==> src/rtl/dram1_arb_pkg.sv <==
// Shared types and widths for the DataRAM1 two-bank arbiter.
// The package carries the return-tag layout and the bank geometry.
package dram1_arb_pkg;

  localparam int ROW_BITS  = 14;
  localparam int DATA_BITS = 64;
  localparam int BE_BITS   = 8;
  localparam int BANK_BIT  = 3;

  typedef enum logic {
    OWN_A = 1'b0,
    OWN_B = 1'b1
  } owner_e;

  typedef struct packed {
    logic   valid;
    owner_e owner;
  } ret_t;

endpackage

==> src/rtl/dram1_bank_slot.sv <==
// One DataRAM1 bank: A/B arbitration, pin muxing and the read-return tag pipe.
// The tag pipe is LAT deep so the tag lines up with the bank's read data.
module dram1_bank_slot
  import dram1_arb_pkg::*;
#(
  parameter int LAT = 2
) (
  input  logic                 clk_i,
  input  logic                 rst_ni,
  input  logic                 busy_i,
  input  logic                 force_b_i,
  input  logic                 a_cand_i,
  input  logic                 a_wr_i,
  input  logic [ROW_BITS-1:0]  a_row_i,
  input  logic [BE_BITS-1:0]   a_be_i,
  input  logic [DATA_BITS-1:0] a_wdata_i,
  input  logic                 b_cand_i,
  input  logic                 b_wr_i,
  input  logic [ROW_BITS-1:0]  b_row_i,
  input  logic [BE_BITS-1:0]   b_be_i,
  input  logic [DATA_BITS-1:0] b_wdata_i,
  output logic                 a_gnt_o,
  output logic                 b_gnt_o,
  output logic [ROW_BITS-1:0]  mem_addr_o,
  output logic                 mem_en_o,
  output logic                 mem_wr_o,
  output logic [BE_BITS-1:0]   mem_be_o,
  output logic [DATA_BITS-1:0] mem_wdata_o,
  output ret_t                 ret_o
);

  logic a_win;
  logic b_win;
  ret_t tag_d;
  ret_t [LAT-1:0] pipe_q;

  always_comb begin
    a_win = 1'b0;
    b_win = 1'b0;
    if (rst_ni && !busy_i) begin
      unique case ({a_cand_i, b_cand_i})
        2'b11: begin
          a_win = !force_b_i;
          b_win = force_b_i;
        end
        2'b10:   a_win = 1'b1;
        2'b01:   b_win = 1'b1;
        default: ;
      endcase
    end
  end

  assign a_gnt_o = a_win;
  assign b_gnt_o = b_win;

  // Idle pins still follow A so the address bus does not toggle needlessly.
  assign mem_en_o    = a_win | b_win;
  assign mem_wr_o    = b_win ? b_wr_i : (a_win & a_wr_i);
  assign mem_addr_o  = b_win ? b_row_i : a_row_i;
  assign mem_wdata_o = b_win ? b_wdata_i : a_wdata_i;
  assign mem_be_o    = !mem_wr_o ? '0 :
                       (b_win ? b_be_i : a_be_i);

  always_comb begin
    tag_d       = '0;
    tag_d.valid = mem_en_o & ~mem_wr_o;
    tag_d.owner = b_win ? OWN_B : OWN_A;
  end

  always_ff @(posedge clk_i or negedge rst_ni) begin
    if (!rst_ni) begin
      pipe_q <= '0;
    end else begin
      pipe_q <= {pipe_q[LAT-2:0], tag_d};
    end
  end

  assign ret_o = pipe_q[LAT-1];

endmodule

==> src/rtl/dram1_bank_arbiter.sv <==
// Arbitrates core (A) and DMA (B) onto the two DataRAM1 banks.
// Optional counters enabled by DRAM1_ARB_STATS_EN.
module dram1_bank_arbiter
  import dram1_arb_pkg::*;
#(
  parameter int ABITS        = 18,
  parameter int STARVE_LIMIT = 4,
  parameter int LAT          = 2
) (
  input  logic                 CLK,
  input  logic                 RstN,
  input  logic                 a_req,
  input  logic                 a_wr,
  input  logic [ABITS-1:0]     a_addr,
  input  logic [BE_BITS-1:0]   a_be,
  input  logic [DATA_BITS-1:0] a_wdata,
  output logic                 a_gnt,
  output logic                 a_rvalid,
  output logic [DATA_BITS-1:0] a_rdata,
  input  logic                 b_req,
  input  logic                 b_wr,
  input  logic [ABITS-1:0]     b_addr,
  input  logic [BE_BITS-1:0]   b_be,
  input  logic [DATA_BITS-1:0] b_wdata,
  output logic                 b_gnt,
  output logic                 b_rvalid,
  output logic [DATA_BITS-1:0] b_rdata,
`ifdef DRAM1_ARB_STATS_EN
  output logic [31:0]          stat_conflicts,
  output logic [31:0]          stat_forced,
`endif
  output logic [ROW_BITS-1:0]  DRam1AddrB0,
  output logic                 DRam1EnB0,
  output logic                 DRam1WrB0,
  output logic [BE_BITS-1:0]   DRam1ByteEnB0,
  output logic [DATA_BITS-1:0] DRam1WrDataB0,
  input  logic [DATA_BITS-1:0] DRam1DataB0,
  input  logic                 DRam1BusyB0,
  output logic [ROW_BITS-1:0]  DRam1AddrB1,
  output logic                 DRam1EnB1,
  output logic                 DRam1WrB1,
  output logic [BE_BITS-1:0]   DRam1ByteEnB1,
  output logic [DATA_BITS-1:0] DRam1WrDataB1,
  input  logic [DATA_BITS-1:0] DRam1DataB1,
  input  logic                 DRam1BusyB1
);

  localparam int RLO = BANK_BIT + 1;
  localparam int RHI = BANK_BIT + ROW_BITS;

  logic [3:0] starve_q, starve_d;
  logic       force_b;
  logic       a_bank, b_bank, b_busy;
  logic       a_g0, a_g1, b_g0, b_g1;
  ret_t       ret0, ret1;
  logic       r0a, r1a, r0b, r1b;
  logic       unused_addr_lsb;

  assign unused_addr_lsb = ^{a_addr[BANK_BIT-1:0], b_addr[BANK_BIT-1:0]};

  assign a_bank  = a_addr[BANK_BIT];
  assign b_bank  = b_addr[BANK_BIT];
  assign b_busy  = b_bank ? DRam1BusyB1 : DRam1BusyB0;
  assign force_b = (starve_q == 4'(STARVE_LIMIT));

  dram1_bank_slot #(.LAT(LAT)) u_slot0 (
    .clk_i(CLK), .rst_ni(RstN),
    .busy_i(DRam1BusyB0), .force_b_i(force_b),
    .a_cand_i(a_req & ~a_bank), .a_wr_i(a_wr),
    .a_row_i(a_addr[RHI:RLO]), .a_be_i(a_be),
    .a_wdata_i(a_wdata),
    .b_cand_i(b_req & ~b_bank), .b_wr_i(b_wr),
    .b_row_i(b_addr[RHI:RLO]), .b_be_i(b_be),
    .b_wdata_i(b_wdata),
    .a_gnt_o(a_g0), .b_gnt_o(b_g0),
    .mem_addr_o(DRam1AddrB0), .mem_en_o(DRam1EnB0),
    .mem_wr_o(DRam1WrB0), .mem_be_o(DRam1ByteEnB0),
    .mem_wdata_o(DRam1WrDataB0), .ret_o(ret0)
  );

  dram1_bank_slot #(.LAT(LAT)) u_slot1 (
    .clk_i(CLK), .rst_ni(RstN),
    .busy_i(DRam1BusyB1), .force_b_i(force_b),
    .a_cand_i(a_req & a_bank), .a_wr_i(a_wr),
    .a_row_i(a_addr[RHI:RLO]), .a_be_i(a_be),
    .a_wdata_i(a_wdata),
    .b_cand_i(b_req & b_bank), .b_wr_i(b_wr),
    .b_row_i(b_addr[RHI:RLO]), .b_be_i(b_be),
    .b_wdata_i(b_wdata),
    .a_gnt_o(a_g1), .b_gnt_o(b_g1),
    .mem_addr_o(DRam1AddrB1), .mem_en_o(DRam1EnB1),
    .mem_wr_o(DRam1WrB1), .mem_be_o(DRam1ByteEnB1),
    .mem_wdata_o(DRam1WrDataB1), .ret_o(ret1)
  );

  assign a_gnt = a_g0 | a_g1;
  assign b_gnt = b_g0 | b_g1;

  // B only accrues starvation when it lost to A, not to Busy.
  always_comb begin
    starve_d = starve_q;
    if (b_gnt) begin
      starve_d = '0;
    end else if (b_req && !b_busy && !force_b) begin
      starve_d = starve_q + 4'd1;
    end
  end

  always_ff @(posedge CLK or negedge RstN) begin
    if (!RstN) begin
      starve_q <= '0;
    end else begin
      starve_q <= starve_d;
    end
  end

  assign r0a = ret0.valid & (ret0.owner == OWN_A);
  assign r1a = ret1.valid & (ret1.owner == OWN_A);
  assign r0b = ret0.valid & (ret0.owner == OWN_B);
  assign r1b = ret1.valid & (ret1.owner == OWN_B);

  assign a_rvalid = r0a | r1a;
  assign b_rvalid = r0b | r1b;
  assign a_rdata  = ({DATA_BITS{r0a}} & DRam1DataB0) |
                    ({DATA_BITS{r1a}} & DRam1DataB1);
  assign b_rdata  = ({DATA_BITS{r0b}} & DRam1DataB0) |
                    ({DATA_BITS{r1b}} & DRam1DataB1);

`ifdef DRAM1_ARB_STATS_EN
  logic [31:0] conf_q, forced_q;
  logic        same_bank, conflict, forced;

  assign same_bank = a_req & b_req & (a_bank == b_bank);
  assign conflict  = same_bank & ~b_busy;
  assign forced    = same_bank & b_gnt;

  always_ff @(posedge CLK or negedge RstN) begin
    if (!RstN) begin
      conf_q   <= '0;
      forced_q <= '0;
    end else begin
      if (conflict && conf_q != '1) conf_q <= conf_q + 32'd1;
      if (forced && forced_q != '1) forced_q <= forced_q + 32'd1;
    end
  end

  assign stat_conflicts = conf_q;
  assign stat_forced    = forced_q;
`endif

endmodule

==> config.mk <==
export PLATFORM = sky130hd
export DESIGN_NAME = dram1_bank_arbiter
export DESIGN_NICKNAME = d
export VERILOG_FILES = /design/src/rtl/dram1_arb_pkg.sv /design/src/rtl/dram1_bank_slot.sv /design/src/rtl/dram1_bank_arbiter.sv
export SDC_FILE = /design/constraint.sdc
export NUM_CORES = 1
export LEC_CHECK = 0
export BUFFER_PORTS_ARGS = -buffer_cell sky130_fd_sc_hd__buf_2
export CAP_MARGIN = 30
export CORE_AREA = 8 8 234 236
export DETAILED_ROUTE_END_ITERATION = 10
export DIE_AREA = 0 0 242 244
export GPL_TIMING_DRIVEN = 0
export PLACE_DENSITY = 0.33
export SYNTH_ARGS = -nofsm -noshare
export SYNTH_HDL_FRONTEND = slang
export SYNTH_HIERARCHICAL = 1
export SYNTH_SLANG_ARGS = --single-unit
==> constraint.sdc <==
create_clock -name CLK -period 2.6 [get_ports CLK]
set_input_delay 0 -clock CLK [delete_from_list [all_inputs] [get_ports CLK]]
set_output_delay 0 -clock CLK [all_outputs]
set_load 0.005 [all_outputs]
==> results.yml <==
placement:
  dp_cells: 1732
  dp.final_hpwl_mm: 38.6
  place.gp.congestion: 0.843
  placed_cell_area_um2: 8060
  io_buffer_count: 617
synth:
  synthArstFlopShare: 1.00
  synth_most_common_cell: "a22o_1"
  synthTopCellsByArea: "mux2_2 38%, a22o_1 31%, dfrtp_1 7.3%, mux2_4 7.0%, buf_2 1.7%"
  netlist_area_um2: 4100
  synthFlopType: "dfrtp_1"
  yosys.area.top_type: "mux2_2"
  avgSynthCellArea_um2: 9.47
  synth_edf_count: 0
  synth_fp_nets: 751
  ys_seq_area_frac: 0.0732
  synth_common_cells: "144 x a22o_1, 138 x mux2_2, 19 x mux2_4, 15 x clkbuf_1, 14 x buf_2"
  synth_cells: 433
  yosys_warnings: 6
  yosysTopAreaCellShare: 0.379
  ys_ff_latch: 12
  yosysUniqueCellTypes: 33
job:
  drv_cap: 0
timing:
  setup_viol: 0
  period_share: 0.962
  maxSlewViolCount: 0
  finClkSkew_ps: 7.69
  fmax_mhz: 400
  period_minus_slack_ps: 2500
  relSlewSlack: 0.504
  rsz0062_at_grt: "true"
  worstMarginPinSlew_ps: 744
  hold_violations: 0
floorplan:
  die_area_um2: 59000
  io_pins: 624
  row_count: 83
  fp.dieH_um: 244
  core_um2: 50900
  die_w_um: 242
  start_util: 0.0806
power_and_ir_drop:
  powerDensity_nw_per_um2: 194
  peakVddDrop_mv: 0.138
  leakage_nw: 4.51
routing:
  dr_wl_met3_mm: 3.93
  dr.max_layer_used: "met5"
  wl_met1_mm: 15.0
  drt-pass1-iter-count: 4
  dr_wl_met2_mm: 22.2
  antenna_left: 0
  route.detailed.drc: 0
  wire_per_inst_um: 24.3
  route.vias.total: 6637
  viasPerCell: 3.79
  drt-initial-drc-count: 205
  wirelength_mm: 42.5
cts:
  insertion_delay_ps: 240
  cts_root_buf: "clkbuf_16"
  cts_sinks: 12
  cts_buffer_depth: 2
  ctsHtreeMaxLevel: 1
  clkTransAtPathRegs_ps: 50
  cts_tree: "yes"
  numCtsBuffers: 3
cells_and_area:
  area_growth_pct: 101
  regArea_um2: 300
  layout.cells.non_filler: 1749
  final_area_um2: 8250
  multi_input_area_um2: 3520
  drive_gt1_frac: 0.778
  nNetsFinal: 1377
  n_fill_cell: 5931
critical_path:
  path_class: "reg -> out"
  cp.required_ps: 2600
  cp-start-kind: "register"
  cp_max_fo: 10
  arrival_ps: 2500
  endpoint_kind: "output port"
  reg2regPathDepth: 11
run_status:
  status: "completed"
global_route:
  grt_first_pass_wirelength_mm: 57.7
  grt_max_degree: 20
  globalRouteOverflowTotal: 0
  grt_usage: 0.133
  antenna_found_initial: 28
  grt_pass1_vias: 7326
min_path:
  holdPathStages: 3
  hp-class: "in -> reg"
-- power breakdown --
part	switching (mW)	internal, mW
sequential	0.0234	0.211
clock	0.0827	0.232
combinational	0.493	0.555
total	0.599	0.998
-- per-layer routing --
metal,global-route usage,vias to the layer above
li1,-,3006
met1,0.129,3129
met2,0.253,436
met3,0.0535,60
met4,0.0458,6
met5,0,-
-- cell families after synthesis --
family / count (synthesis) / share of synthesized area
AND/OR/NAND/NOR: 40 / 0.0623
AO/OA/AOI/OAI: 157 / 0.332
adder cells (fa/ha/maj): 2 / 0.00610
multiplexers: 159 / 0.453
buffers and inverters: 63 / 0.0729
flip-flops: 12 / 0.0732
-- cell usage in the layout, fill, tap and decap left out, types with 2 or more instances in the layout --
master / synthesis / final
buf_2: 14 / 624
a22o_1: 144 / 144
mux2_2: 138 / 138
mux2_4: 19 / 19
clkbuf_1: 15 / 14
buf_4: 4 / 13
buf_1: 13 / 12
dfrtp_1: 12 / 12
diode_2: 0 / 11
nor2_1: 10 / 10
inv_1: 11 / 9
nor2b_1: 5 / 5
inv_2: 2 / 4
a21oi_1: 4 / 4
and2_1: 3 / 3
or2_2: 3 / 3
o31ai_1: 3 / 3
nand4_1: 3 / 3
or3_1: 3 / 3
clkbuf_16: 0 / 3
mux2i_1: 2 / 2
ha_1: 2 / 2
nor2b_4: 2 / 2
nand2b_4: 2 / 2
clkbuf_4: 0 / 2
a21bo_2: 2 / 2
o32ai_1: 2 / 2
nor4_2: 0 / 2
nor3_2: 0 / 2
o32a_1: 2 / 2
-- timing repair --
action                     in CTS  in global routing
hold buffers                    1                  0
setup endpoints to repair     178                 43
hold endpoints to repair       12                  0
buffers inserted                3                  0
gates resized for setup         7                 20
-- worst paths after layout --
path | slack [ps] | end | from
setup / recovery | 100 | DRam1WrDataB1[44] | starve_q[0]
hold / removal | 70 | starve_q[0] | b_req
setup reg to reg | 270 | starve_q[2] | starve_q[0]
hold reg to reg | 350 | u_slot0/ret_o[0] | u_slot0/pipe_q[0]
max in group asynchronous | 2020 | u_slot0/ret_o[1] | RstN
min in group asynchronous | 290 | starve_q[3] | RstN
-- critical path, cell delays in order, from the launching register on --
cell	delay [ps]
dfrtp_1	410
inv_1	90
ha_1	170
nand3b_1	120
inv_2	150
nor2b_4	60
or3_1	390
buf_6	180
buf_4	190
mux2_2	320
buf_2	150
-- per-stage QoR --
step | TNS [ps] | utilization | setup WS [ps] | total power, mW | hold WS [ps]
finish | 0 | 0.162 | 99.3 | 1.60 | 74.4
global route | -27.7 | 0.162 | -16.1 | 1.72 | 92.0
CTS | 0 | 0.161 | 12.6 | 1.62 | 73.1
detailed placement | -514 | 0.158 | -195 | 1.27 | -46.1
global placement | -1810 | 0.158 | -164 | 1.27 | -45.5
floorplan | 0 | - | 425 | 0.637 | -296
-- sequential cells by signal (all words and copies together) (netlist names) --
| register | cells |
|---|---|
| u_slot0/pipe_q | 2 |
| u_slot0/ret_o | 2 |
| u_slot1/ret_o | 2 |
| starve_q | 4 |
| u_slot1/pipe_q | 2 |
-- area by class of cell --
class                   instances  share of cell area
multi-input cells             358               0.427
diodes                         11             0.00334
inverters                      13             0.00592
flip-flops and latches         12              0.0364
plain buffers                  48              0.0326
clock buffers                   4              0.0108
repair buffers                623               0.380
well taps                     680               0.103
No activity file was read; power rests on OpenSTA's default activity.
